File: config.mk
export PLATFORM = sky130hd
export DESIGN_NAME = text_writer
export DESIGN_NICKNAME = d
export VERILOG_FILES = /design/src/rtl/text_writer.sv
export SDC_FILE = /design/constraint.sdc
export NUM_CORES = 1
export LEC_CHECK = 0
export CORE_MARGIN = 5
export CORE_UTILIZATION = 25
export CTS_CLUSTER_SIZE = 40
export DETAILED_ROUTE_END_ITERATION = 6
export PLACE_DENSITY_LB_ADDON = 0.08
export SYNTH_ARGS = -nofsm -noshare
export SYNTH_HDL_FRONTEND = slang
export SYNTH_SLANG_ARGS = --single-unit
export TNS_END_PERCENT = 10
File: constraint.sdc
create_clock -name clk -period 9.15 [get_ports clk]
set_input_delay 2.745 -clock clk [delete_from_list [all_inputs] [get_ports clk]]
set_output_delay 2.745 -clock clk [all_outputs]
set_load 0.02 [all_outputs]
File: src/rtl/text_writer.sv
// text_writer: streams one ASCII code per clock into the text tile RAM for
// "draw string N at (col,row)" commands. Strings come from a fixed message
// ROM or from the live 4-digit BCD score. A string that runs past the last
// column is cut off at the end of that row; it never continues on the next row.
//
// Handshake: a command is taken on a clock edge where cmd_valid && cmd_ready.
// cmd_ready is high only in IDLE. The command fields and score_bcd are
// captured on that edge and are not looked at again until the command
// finishes. cmd_valid is ignored while busy, and commands are never queued.
module text_writer #(
  parameter int COLS   = 28,
  parameter int ROWS   = 36,
  parameter int ADDR_W = 10
) (
  input  logic              clk,
  input  logic              rst,
  input  logic              cmd_valid,
  output logic              cmd_ready,
  input  logic [2:0]        cmd_str_id,
  input  logic [4:0]        cmd_col,
  input  logic [5:0]        cmd_row,
  input  logic              cmd_erase,
  input  logic [15:0]       score_bcd,
  output logic              wr_en,
  output logic [ADDR_W-1:0] wr_addr,
  output logic [7:0]        wr_data,
  output logic              busy,
  output logic              done,
  output logic [1:0]        state_dbg
);

  typedef enum logic [1:0] {S_IDLE, S_WRITE, S_DONE} state_t;

  // Message ROM, each string right-aligned in a 23-character field.
  localparam logic [183:0] MSG0 = {104'd0, "LOADING..."};
  localparam logic [183:0] MSG1 = {136'd0, "READY!"};
  localparam logic [183:0] MSG2 = "PRESS ANY KEY TO START!";
  localparam logic [183:0] MSG3 = {104'd0, "HIGH SCORE"};
  localparam logic [183:0] MSG4 = {96'd0,  "YOU LOST :("};

  localparam logic [5:0]        ROWS_W   = 6'(ROWS);
  localparam logic [5:0]        COLS_W   = 6'(COLS);
  localparam logic [4:0]        COL_LAST = 5'(COLS - 1);
  localparam logic [ADDR_W-1:0] COLS_A   = ADDR_W'(COLS);

  // Character i of a right-aligned string of length len. The first character
  // of the string is in the highest byte.
  function automatic logic [7:0] pick(input logic [183:0] s, input logic [4:0] len,
                                      input logic [4:0] i);
    logic [7:0] pos;
    pick = 8'h00;
    if (i < len) begin
      pos  = {len - 5'd1 - i, 3'b000};
      pick = s[pos +: 8];
    end
  endfunction

  // Number of characters in each string ID.
  function automatic logic [5:0] len_of(input logic [2:0] id);
    case (id)
      3'd0:    len_of = 6'd10;
      3'd1:    len_of = 6'd6;
      3'd2:    len_of = 6'd23;
      3'd3:    len_of = 6'd10;
      3'd4:    len_of = 6'd11;
      3'd5:    len_of = 6'd4;
      3'd6:    len_of = COLS_W;
      default: len_of = 6'd0;
    endcase
  endfunction

  // ASCII code written at position idx of a string. Erase writes spaces.
  function automatic logic [7:0] char_of(input logic [2:0] id, input logic erase,
                                         input logic [15:0] score, input logic [4:0] idx);
    logic [3:0] nib;
    char_of = 8'h00;
    if (erase) begin
      char_of = 8'h20;
    end else begin
      case (id)
        3'd0: char_of = pick(MSG0, 5'd10, idx);
        3'd1: char_of = pick(MSG1, 5'd6,  idx);
        3'd2: char_of = pick(MSG2, 5'd23, idx);
        3'd3: char_of = pick(MSG3, 5'd10, idx);
        3'd4: char_of = pick(MSG4, 5'd11, idx);
        3'd5: begin
          case (idx[1:0])
            2'd0:    nib = score[15:12];
            2'd1:    nib = score[11:8];
            2'd2:    nib = score[7:4];
            default: nib = score[3:0];
          endcase
          char_of = 8'd48 + {4'h0, nib};
        end
        3'd6:    char_of = 8'h20;
        default: char_of = 8'h00;
      endcase
    end
  endfunction

  state_t              state, state_n;
  logic [4:0]          idx, idx_n;
  logic [4:0]          cur_col, cur_col_n;
  logic [2:0]          id_q, id_n;
  logic                erase_q, erase_n;
  logic [15:0]         score_q, score_n;
  logic [ADDR_W-1:0]   base_q, base_n;
  logic                wr_en_n, done_n;
  logic [ADDR_W-1:0]   wr_addr_n;
  logic [7:0]          wr_data_n;
  logic [ADDR_W-1:0]   cmd_base;
  logic                cmd_empty;
  logic                last_char;
  logic [4:0]          idx_inc;

  assign cmd_base  = ADDR_W'(cmd_row) * COLS_A + ADDR_W'(cmd_col);
  assign cmd_empty = (len_of(cmd_str_id) == 6'd0) || (cmd_row >= ROWS_W) ||
                     ({1'b0, cmd_col} >= COLS_W);
  assign last_char = (({1'b0, idx} + 6'd1) == len_of(id_q)) || (cur_col == COL_LAST);
  assign idx_inc   = idx + 5'd1;

  assign cmd_ready = (state == S_IDLE);
  assign busy      = (state != S_IDLE);
  assign state_dbg = state;

  // State, command context and registered RAM-side outputs.
  always_ff @(posedge clk or posedge rst) begin
    if (rst) begin
      state   <= S_IDLE;
      idx     <= '0;
      cur_col <= '0;
      id_q    <= '0;
      erase_q <= 1'b0;
      score_q <= '0;
      base_q  <= '0;
      wr_en   <= 1'b0;
      wr_addr <= '0;
      wr_data <= '0;
      done    <= 1'b0;
    end else begin
      state   <= state_n;
      idx     <= idx_n;
      cur_col <= cur_col_n;
      id_q    <= id_n;
      erase_q <= erase_n;
      score_q <= score_n;
      base_q  <= base_n;
      wr_en   <= wr_en_n;
      wr_addr <= wr_addr_n;
      wr_data <= wr_data_n;
      done    <= done_n;
    end
  end

  // Next state, plus the outputs for the next cycle, so the first write
  // appears in the cycle right after the handshake.
  always_comb begin
    state_n   = state;
    idx_n     = idx;
    cur_col_n = cur_col;
    id_n      = id_q;
    erase_n   = erase_q;
    score_n   = score_q;
    base_n    = base_q;
    wr_en_n   = 1'b0;
    done_n    = 1'b0;
    wr_addr_n = wr_addr;
    wr_data_n = wr_data;
    case (state)
      S_IDLE: begin
        if (cmd_valid) begin
          id_n      = cmd_str_id;
          erase_n   = cmd_erase;
          score_n   = score_bcd;
          base_n    = cmd_base;
          idx_n     = 5'd0;
          cur_col_n = cmd_col;
          if (cmd_empty) begin
            state_n = S_DONE;
            done_n  = 1'b1;
          end else begin
            state_n   = S_WRITE;
            wr_en_n   = 1'b1;
            wr_addr_n = cmd_base;
            wr_data_n = char_of(cmd_str_id, cmd_erase, score_bcd, 5'd0);
          end
        end
      end
      S_WRITE: begin
        if (last_char) begin
          state_n = S_DONE;
          done_n  = 1'b1;
        end else begin
          idx_n     = idx_inc;
          cur_col_n = cur_col + 5'd1;
          wr_en_n   = 1'b1;
          wr_addr_n = base_q + ADDR_W'(idx_inc);
          wr_data_n = char_of(id_q, erase_q, score_q, idx_inc);
        end
      end
      S_DONE: begin
        state_n = S_IDLE;
      end
      default: begin
        state_n = S_IDLE;
      end
    endcase
  end

endmodule

* Word-level counts from Yosys, hierarchy flattened
Cells that the tools add are included.
Word-level totals: flip-flop bits (word level) 62, input bits 34, output and inout bits 24
Operators by class: add/subtract/negate cells 11, multiply operators 1, $lt $le $gt $ge 6, equality and inequality tests 21, shift operators 5, multiplexer cells 47, reduce and logical (&&, ||, !) cells 16
Operator list (count):
- indexed part select 184 x 9 -> 8 bit (first input constant) | 5
- two-way mux 8 bit | 9
- case mux 5 bit (6 select lines) | 2
- case mux 8 bit (7 select lines) | 1
- case mux 7 bit (7 select lines) | 1
- two-way mux 4 bit | 9
- two-way mux 10 bit | 3
- adder 10 x 5 -> 10 bit | 2
- two-way mux 5 bit | 4
- case mux 10 bit (2 select lines) | 1
- case mux 5 bit (2 select lines) | 2
- equality test 3 bit (second input constant) | 6
- case mux 8 bit (2 select lines) | 1
- adder 6 x 4 -> 7 bit (first input constant) | 2
- equality test 3 x 2 -> 1 bit (second input constant) | 4
- case mux 4 bit (3 select lines) | 1
- adder 5 x 1 -> 5 bit (second input constant) | 2
- < comparator 5 x 4 -> 1 bit (second input constant) | 2
- subtractor 4 x 5 -> 5 bit (first input constant) | 2
- multiplier 6 x 3 -> 8 bit (second input constant) | 1
- inequality test 2 bit (second input constant) | 4
- two-way mux 7 bit | 1
- adder 5 x 1 -> 6 bit (second input constant) | 1
- equality test 3 x 1 -> 1 bit (second input constant) | 2
- 23 further kinds | 39

* Longest topological paths before layout
Gate-level depths: netlist of run 1.
depth in word-level cells 15, mapped depth 14, depth with buffers taken out 11

* Least setup slack after synthesis of run 1
OpenSTA, ideal clock, no wires.
kind input to register, start point in cmd_row[0], end point reg wr_addr[9], setup time 123 ps, arrival 4880 ps, required time 9027 ps, slack 4148 ps, cell stages on the path 11, path buffers 0, cells stage by stage fa_1 > ha_1 > inv_1 > fa_1 > nand2b_1 > a21oi_1 > xor2_1 > nand3_1 > xnor2_1 > nand3_2 > o221a_2
On the way: word-level cells in the longest chain between the ends 5
RTL lines:
- start, declared | RTL line 21 | input logic [5:0] cmd_row,
- multiplier 6 x 3 -> 8 bit or greater-or-equal comparator 6 bit (tied branches) | RTL line 116, 117
- adder 10 x 5 -> 10 bit or logical OR 1 bit (tied branches) | RTL line 116, 117
- two-way mux 10 bit or logical OR 1 bit (tied branches) | RTL line 178, 117
- two-way mux 10 bit or inequality test 2 bit (tied branches)
- case mux 10 bit (2 select lines) or AND reduction 4 bit (tied branches)
- end signal, assigned | RTL line 149 | wr_addr <= wr_addr_n;
- end, declared | RTL line 25 | output logic [ADDR_W-1:0] wr_addr,
Parallel ways exist; a longest one is shown, timed or not. The select of a mux whose other input is x is not followed. A chain may end at the register's enable or synchronous reset.

* Worst setup path in the final report of run 1
start point in cmd_row[2], end point reg wr_addr[9]
Same word-level chain as after synthesis.

==> results.ini, run 1 <==
[clock_network]
clockBufferDepth = 2
clock_latency_ns = 0.34
cts-root-buf = clkbuf_16
cts_resized = 0
cts_inserted_buffers = 9
h-tree-depth = 3
clkTransAtPathRegs_ns = 0.06
cts_setup_buffers = 0
cts.sinks = 61
cts_hold_buf = 0
cts_tree = yes

[critical_path]
critPathBufInv = 2
crit_chain = clkdlybuf4s50_1 -> fa_1 -> ha_1 -> inv_1 -> fa_1 -> nand2b_1 -> a21oi_1 -> xor2_1 -> nand3_1 -> xnor2_1 -> nand3_2 -> o221a_2
crit_slowest_cell = clkdlybuf4s50_1
worstPathMaxFanout = 5
crit_top_cell = fa_1
critPathArrivalTime_ns = 5.58
criticalPathCategory = input pin to flip-flop
start_kind = input pin
cpPeakStageDelay_ns = 0.55
crit_family = adder cells
critPathCaptureType = flip-flop
required_ns = 9.37

[floorplanning]
coreArea_mm2 = 0.0218
die_h_um = 159
start_util = 0.254
die_x_um = 159
dieArea_mm2 = 0.0252
io_pins = 58
rows = 54

[cells_and_area]
area_growth_pct = 19.6
instances_no_fill = 1020
final_nets = 806
final_design_area_no_fill_mm2 = 0.00660
n_fill_cell = 2371
fin_util = 0.304
num_antenna_cells = 0
drive_above_1_share = 0.0649

[global_routing]
grtUsageMet3 = 0.0275
grtUsageMet2 = 0.241
track_usage = 0.156
overflow = 0
grt_max_degree = 62
grt_antenna_before_repair = 0
top_usage_layer = met2
grt_pass1_vias = 5245
grt_pass1_wl_mm = 30.5
use_met1 = 0.224

[logic_synthesis]
synth_enable_flop_cells = 0
synth_ff_type = dfrtp_1
yosysTopAreaCell = dfrtp_1
ys_seq_elements = 61
synth_compound_area_frac = 0.246
syn-instance-count = 705
yosysWarnings = 0
synthAdderAreaFrac = 0.102
yosysSeqAreaShare = 0.276
synth.avg_cell_area_um2 = 7.83
yosys-mux-area-fraction = 0.0229
synth-simple-area-share = 0.237
synth.area.top_cells = dfrtp_1, nand2_1, ha_1
synth_common_cells = nand2_1, dfrtp_1, nor2_1
yosysUniqueCellTypes = 75
async_reset_ff_frac = 1.00
synth_top_family_by_area = compound AO/OA/AOI/OAI gates
synthesis.nets = 776
synth_top_area_frac = 0.276
yosysMostFrequentCell = nand2_1
synth_area_mm2 = 0.00552
synth-xor-area-share = 0.0587

[sta]
max_slew_margin = 0.330
fin_crit_ns = 5.35
setup_viol = 0
tightest_slew_ns = 1.00
rsz0062_at_grt = no
finalHoldViolations = 0
slew_violations = 0
fmax_mhz = 187
skew_ns = 0.00983
fin_crit_sh = 0.585
setup_tns_ns = 0
whs_ns = 0.481

[routing]
finalWirelength_mm = 19.3
drt.antenna.violating_nets = 0
vias = 5263
viasPerCell = 5.16
remaining_drc_errors = 0
post_drt_wl_per_cell_um = 18.9
drt-pass1-iter-count = 5
first_iter_violations = 366

[placed_design]
io_buffers = 56
dp_cells = 1004
dpl_cell_area_mm2 = 0.00631
hpwl_mm = 14.1
gp_congestion = 0.879

[power_and_ir_drop]
leakage_nw = 2.78
irDropWorstVdd_mv = 0.139
power_density_mw_per_mm2 = 369

[run]
max-cap-violations = 0

[status]
outcome = completed

[worst_hold_path]
hp-class = flip-flop to flip-flop

through the flow:
stage,worst slack (ns),power (mW)
5_1_grt,3.62,2.65
3_3_place_gp,3.45,2.11
2_1_floorplan,4.15,1.61
6_report,3.80,2.44
4_1_cts,3.78,2.45
3_5_place_dp,3.44,2.11
cells in the final DEF (no fill, tap or decap), types with 7 or more instances in the layout:
cell type	n
a31oi_1	7
nand2b_1	16
xnor2_1	26
a21oi_1	42
nand2_1	124
and2_1	8
xor2_1	11
nand3_1	23
clkbuf_16	9
nor3_1	13
a211oi_1	13
ha_1	29
o21ai_0	44
buf_4	13
dfrtp_1	61
nor2b_1	9
clkdlybuf4s50_1	56
fa_1	8
o31ai_1	7
nor2_1	49
inv_1	20
mux2i_1	7
o22ai_1	8
final cells by class:
cell class,instances,area [µm²],share of cell area
multi-input combinational,570,3690,0.559
clock buffer,13,270,0.0409
tap,280,350,0.0531
clock inverter,3,18.8,0.00284
inverter,24,90.1,0.0136
sequential,61,1530,0.231
timing repair buffer,69,658,0.0997
per-layer routing:
layer	routed length [µm]	part of all wire
met5	0	0
met1	9300	0.48
met4	311	0.016
met3	820	0.042
met2	8890	0.46
path summary, 6_finish.rpt:
kind	from	end	slack (ns)	cells past startpoint
setup / recovery	cmd_row[2]	wr_addr[9]	3.80	12
hold / removal	score_q[7]	score_q[7]	0.48	2
setup reg to reg	idx[1]	wr_data[6]	4.86	11
hold reg to reg	score_q[7]	score_q[7]	0.48	2
max in group asynchronous	rst	wr_addr[3]	5.61	3
min in group asynchronous	rst	score_q[11]	2.97	3
worst reg2reg max path: cells and delay by family, from the launching register on:
kind,cells,cell delay [ns]
fa+ha+maj,2,0.77
flops,1,0.77
compound gates,2,0.30
buf+inv,2,0.69
simple gates,5,1.64
state kept, by name (all words and copies together), names as in the netlist, 2 cells and up:
signal     cells
wr_data        7
idx            5
wr_addr       10
state_dbg      2
cur_col        5
id_q           3
score_q       16
base_q        10
cells by family after synthesis:
kind of cell / after synthesis
simple gates: 278
compound gates: 201
buf+inv: 74
flops: 61
fa+ha+maj: 41
xor+xnor: 37
mux: 12
other cells: 1
where the power goes:
group          internal [mW]  switching [mW]
registers              0.396           0.121
clock network          0.205           0.125
logic                  0.613           0.976
Note: power is estimated with default switching activity, not from simulation.
==> run 2: changes to the inputs <==
clock period = 5 ns   (was 9.15 ns; I/O delays follow)
==> results.ini, run 2 (synthesis results as in run 1) <==
[floorplanning]
io_pins = 58  ; unchanged
rows = 54  ; unchanged
dieArea_mm2 = 0.0252  ; unchanged
coreArea_mm2 = 0.0218  ; unchanged
die_x_um = 159  ; unchanged
die_h_um = 159  ; unchanged
start_util = 0.254  ; unchanged

[clock_network]
clkTransAtPathRegs_ns = 0.05  ; was 0.06 ns
cts_resized = 0  ; unchanged
cts_hold_buf = 0  ; unchanged
clockBufferDepth = 2  ; unchanged
cts_setup_buffers = 0  ; unchanged
cts_inserted_buffers = 9  ; unchanged
cts-root-buf = clkbuf_16  ; unchanged
h-tree-depth = 3  ; unchanged
cts_tree = yes  ; unchanged
cts.sinks = 61  ; unchanged
clock_latency_ns = 0.33  ; was 0.34 ns

[worst_hold_path]
hp-class = flip-flop to flip-flop  ; unchanged
holdPathEnd = erase_q  ; was score_q[7]
min_from = erase_q  ; was score_q[7]
hold_depth = 2  ; unchanged

[global_routing]
grt_max_degree = 45  ; was 62
grt_antenna_before_repair = 0  ; unchanged
overflow = 0  ; unchanged
track_usage = 0.155  ; was 0.156
grt_pass1_vias = 5291  ; was 5,245
grt_pass1_wl_mm = 30.3  ; was 30.5 mm

[critical_path]
ff2ff_setup_slack_ns = 0.96  ; was 4.86 ns
reg2regPathDepth = 11  ; unchanged
worstPathMaxFanout = 5  ; unchanged
r2r-start = idx[1]  ; unchanged
crit_top_cell = fa_1  ; unchanged
criticalPathCategory = input pin to flip-flop  ; unchanged
crit_family = adder cells  ; unchanged
crit_slowest_cell = clkdlybuf4s50_1  ; unchanged
critPathArrivalTime_ns = 4.34  ; was 5.58 ns
required_ns = 5.22  ; was 9.37 ns
cpPeakStageDelay_ns = 0.54  ; was 0.55 ns
critPathCaptureType = flip-flop  ; unchanged
critPathBufInv = 2  ; unchanged
start_kind = input pin  ; unchanged
crit_chain = clkdlybuf4s50_1 -> fa_1 -> ha_1 -> inv_1 -> fa_1 -> nand2b_1 -> a21oi_1 -> xor2_1 -> nand3_1 -> xnor2_1 -> nand3_2 -> o221a_2  ; unchanged
r2r-end = wr_data[2]  ; was wr_data[6]

[status]
outcome = completed  ; unchanged

[cells_and_area]
n_fill_cell = 2359  ; was 2,371
reg_top3 = score_q: 16 flops, base_q: 10 flops, wr_addr: 10 flops  ; unchanged
num_antenna_cells = 0  ; unchanged
largest_reg_flops = 16  ; unchanged
drive_above_1_share = 0.0784  ; was 0.0649
area_growth_pct = 21.8  ; was 19.6%
final_nets = 820  ; was 806
fin_util = 0.309  ; was 0.304
layout_commonest_cell = nand2_1  ; unchanged
largest_register = score_q  ; unchanged
final_cell_mix = nand2_1, dfrtp_1, clkdlybuf4s50_1  ; unchanged

[sta]
slew_violations = 0  ; unchanged
tightest_slew_ns = 0.988  ; was 1.00 ns
setup_viol = 0  ; unchanged
max_slew_margin = 0.342  ; was 0.330
fin_crit_sh = 0.825
setup_tns_ns = 0  ; unchanged
fmax_mhz = 242
rsz0062_at_grt = no  ; unchanged
skew_ns = 0.00648  ; was 0.00983 ns
fin_crit_ns = 4.13
finalHoldViolations = 0  ; unchanged

[routing]
post_drt_wl_per_cell_um = 18.6  ; was 18.9 µm
remaining_drc_errors = 0  ; unchanged
drt.antenna.violating_nets = 0  ; unchanged
viasPerCell = 5.20  ; was 5.16
drt-pass1-iter-count = 5  ; unchanged
finalWirelength_mm = 19.2  ; was 19.3 mm
vias = 5373  ; was 5,263
first_iter_violations = 286  ; was 366

[placed_design]
hpwl_mm = 14.3  ; was 14.1 mm
io_buffers = 56  ; unchanged
gp_congestion = 0.860  ; was 0.879

[power_and_ir_drop]
power_density_mw_per_mm2 = 685  ; was 369 mW/mm²
irDropWorstVdd_mv = 0.200  ; was 0.139 mV
leakage_nw = 2.85  ; was 2.78 nW

[run]
max-cap-violations = 0  ; unchanged

==> run 2: worst reg2reg max path: stages (launching register included) <==
cell	delay, ns
dfrtp_1	0.77
ha_1	0.64
xor2_1	0.19
buf_4	0.26
ha_1	0.36
and4b_1	0.23
o21ai_0	0.22
a21o_1	0.24
nand2_1	0.22
and4_1	0.27
a211oi_1	0.36
a31oi_1	0.14
==> run 2: worst max path at each step <==
stage	start	endpoint	slack, ns	cells after the start
after detailed placement	cmd_row[2]	wr_addr[9]	0.52	12
final	cmd_row[2]	wr_addr[9]	0.87	12
after global placement	cmd_row[2]	wr_addr[9]	0.53	12
after floorplan	cmd_row[0]	wr_addr[9]	1.24	11
after global routing	cmd_row[2]	wr_addr[9]	0.68	12
after CTS	cmd_row[2]	wr_addr[9]	0.86	12
==> run 2: stage by stage <==
step / instances / instance area (µm²) / setup slack (ns) / total power [mW] / hold slack, ns
2_1_floorplan: 705 / 5520 / 1.24 / 2.94 / 0.445
4_1_cts: 1033 / 6730 / 0.858 / 4.66 / 0.477
3_5_place_dp: 1018 / 6430 / 0.524 / 4.00 / 0.464
5_1_grt: 1033 / 6730 / 0.680 / 5.01 / 0.498
6_report: 1033 / 6730 / 0.875 / 4.60 / 0.476
3_3_place_gp: 1018 / 6430 / 0.530 / 3.97 / 0.460
==> run 2: cell type report <==
cell class	instances	area, µm²	area share
multi-input cells	570	3690	0.549
flip-flops and latches	61	1530	0.227
repair buffers	83	776	0.115
well taps	280	350	0.0521
clock buffers	14	264	0.0392
inverters	24	90.1	0.0134
clock inverters	1	30.0	0.00446
==> run 2: metal layers <==
layer | track usage | up-vias | wire length, µm
li1 | - | 2601 | -
met1 | 0.215 | 2593 | 9080
met2 | 0.240 | 151 | 8820
met3 | 0.0313 | 28 | 898
met4 | 0.0508 | 0 | 388
met5 | 0 | - | 0
==> run 2: power by group <==
group	total (mW)	internal [mW]	switching (mW)
sequential	0.943	0.725	0.218
clock	0.627	0.411	0.217
combinational	3.03	1.22	1.82
total	4.60	2.35	2.25
==> run 3: changes to the inputs <==
clock period = 3.38 ns   (was 5 ns; I/O delays follow)
==> results.ini, run 3 (synthesis results as in run 1) <==
[global_routing]
track_usage = 0.158  ; was 0.155
grt_pass1_wl_mm = 30.9  ; was 30.3 mm
grt_pass1_vias = 5432  ; was 5,291
overflow = 0  ; unchanged
grt_antenna_before_repair = 0  ; unchanged
grt_max_degree = 62  ; was 45

[floorplanning]
io_pins = 58  ; unchanged
start_util = 0.254  ; unchanged
rows = 54  ; unchanged
dieArea_mm2 = 0.0252  ; unchanged
die_h_um = 159  ; unchanged
die_x_um = 159  ; unchanged
coreArea_mm2 = 0.0218  ; unchanged

[clock_network]
cts_setup_buffers = 0  ; unchanged
cts-root-buf = clkbuf_16  ; unchanged
clkTransAtPathRegs_ns = 0.06  ; was 0.05 ns
h-tree-depth = 3  ; unchanged
cts_tree = yes  ; unchanged
clock_latency_ns = 0.34  ; was 0.33 ns
cts_inserted_buffers = 9  ; unchanged
cts.sinks = 61  ; unchanged
clockBufferDepth = 2  ; unchanged

[routing]
drt.antenna.violating_nets = 0  ; unchanged
remaining_drc_errors = 0  ; unchanged
post_drt_wl_per_cell_um = 18.1  ; was 18.6 µm
drt-pass1-iter-count = 5  ; unchanged
first_iter_violations = 336  ; was 286
finalWirelength_mm = 19.6  ; was 19.2 mm
viasPerCell = 5.06  ; was 5.20
vias = 5473  ; was 5,373

[cells_and_area]
final_cell_mix = nand2_1, buf_4, dfrtp_1  ; was nand2_1, dfrtp_1, clkdlybuf4s50_1
fin_util = 0.329  ; was 0.309
final_nets = 868  ; was 820
num_antenna_cells = 0  ; unchanged
reg_top3 = score_q: 16 flops, base_q: 10 flops, wr_addr: 10 flops  ; unchanged
area_growth_pct = 29.5  ; was 21.8%
n_fill_cell = 2388  ; was 2,359
largest_reg_flops = 16  ; unchanged
layout_commonest_cell = nand2_1  ; unchanged
drive_above_1_share = 0.142  ; was 0.0784
final_design_area_no_fill_mm2 = 0.00715  ; was 0.00673 mm²
largest_register = score_q  ; unchanged

[placed_design]
dpl_cell_area_mm2 = 0.00682  ; was 0.00643 mm²
gp_congestion = 0.871  ; was 0.860
hpwl_mm = 14.9  ; was 14.3 mm
io_buffers = 56  ; unchanged

[sta]
fin_crit_ns = 3.33
setup_tns_ns = 0  ; unchanged
setup_viol = 0  ; unchanged
finalHoldViolations = 0  ; unchanged
slew_violations = 0  ; unchanged
rsz0062_at_grt = yes  ; was no
fmax_mhz = 301
fin_crit_sh = 0.984
whs_ns = 0.477  ; was 0.476 ns
max_slew_margin = 0.570  ; was 0.342
tightest_slew_ns = 0.640  ; was 0.988 ns
skew_ns = 0.00982  ; was 0.00648 ns

[critical_path]
worstPathMaxFanout = 3  ; was 5
crit_family = adder cells  ; unchanged
critPathArrivalTime_ns = 3.55  ; was 4.34 ns
crit_chain = dlygate4sd2_1 -> fa_1 -> ha_1 -> inv_1 -> fa_1 -> buf_4 -> xor2_1 -> nor3_2 -> nand2_1 -> xor2_1 -> a211oi_1 -> mux2_2  ; was clkdlybuf4s50_1 -> fa_1 -> ha_1 -> inv_1 -> fa_1 -> nand2b_1 -> a21oi_1 -> xor2_1 -> nand3_1 -> xnor2_1 -> nand3_2 -> o221a_2
critPathBufInv = 3  ; was 2
cpPeakStageDelay_ns = 0.54  ; about the same
crit_slowest_cell = fa_1  ; was clkdlybuf4s50_1
start_kind = input pin  ; unchanged
critPathCaptureType = flip-flop  ; unchanged
criticalPathCategory = input pin to flip-flop  ; unchanged
required_ns = 3.60  ; was 5.22 ns

[status]
outcome = completed  ; unchanged

[power_and_ir_drop]
total_power_mw = 7.18  ; was 4.60 mW
irDropWorstVdd_mv = 0.340  ; was 0.200 mV
leakage_nw = 3.12  ; was 2.85 nW
power_density_mw_per_mm2 = 1000  ; was 685 mW/mm²

[run]
max-cap-violations = 0  ; unchanged

[worst_hold_path]
hp-class = flip-flop to flip-flop  ; unchanged

-- run 3: cell types whose count changed in the layout (fill, tap and decap cells not counted), moves of 2 or more --
cell	previous run	this run
buf_12	1	3
buf_4	26	72
clkbuf_1	3	1
clkbuf_8	2	0
clkdlybuf4s50_1	56	52
clkinv_2	0	2
clkinv_4	0	2
dlygate4sd2_1	0	4
nor3_1	13	11
nor3_2	0	2
-- run 3: worst paths after layout --
path	from	endpoint	slack [ns]	cells after the start
min	score_q[7]	score_q[7]	0.48	2
max in group asynchronous	rst	idx[2]	2.01	3
max reg2reg	idx[0]	wr_data[0]	0.31	11
min reg2reg	score_q[7]	score_q[7]	0.48	2
max	cmd_row[0]	wr_addr[8]	0.05	12
min in group asynchronous	rst	score_q[11]	1.05	3
-- run 3: stage by stage --
step | cells | setup slack (ns)
after floorplan | 705 | 0.109
after global placement | 1066 | -0.532
after detailed placement | 1066 | -0.542
after CTS | 1082 | 0.0301
after global routing | 1082 | -0.0854
final | 1082 | 0.0542
-- run 3: area by class of cell --
class | instances | area, µm² | share of cell area
inverters | 24 | 90.1 | 0.0126
clock buffers | 10 | 229 | 0.0320
flip-flops and latches | 61 | 1530 | 0.213
well taps | 280 | 350 | 0.0490
clock inverters | 6 | 87.6 | 0.0122
repair buffers | 131 | 1160 | 0.162
multi-input cells | 570 | 3710 | 0.519
-- run 3: power breakdown --
part | leakage (nW) | switching, mW | internal (mW) | total, mW
logic | 2.21 | 2.79 | 2.04 | 4.83
clock network | 0.156 | 0.355 | 0.646 | 1.00
registers | 0.754 | 0.279 | 1.07 | 1.35
total | 3.12 | 3.43 | 3.76 | 7.18
-- run 3: repair_timing --
item	in CTS	in global routing
gates resized for setup	6	2
cloned	0	0
pin swaps	4	0
hold buffers	0	0
endpoints found under the setup margin	6	4
-- run 3: metal layers --
| metal | GRT usage | vias up | wire, µm |
|---|---|---|---|
| met3 | 0.0302 | 13 | 781 |
| met5 | 0 | - | 0 |
| met4 | 0.0374 | 0 | 223 |
| li1 | - | 2702 | - |
| met2 | 0.246 | 114 | 9020 |
| met1 | 0.226 | 2644 | 9570 |
-- run 3: worst min-delay path: cells and delay by family (launching register included) --
kind	cells	cell delay, ns
flops	1	0.34
simple gates	2	0.11
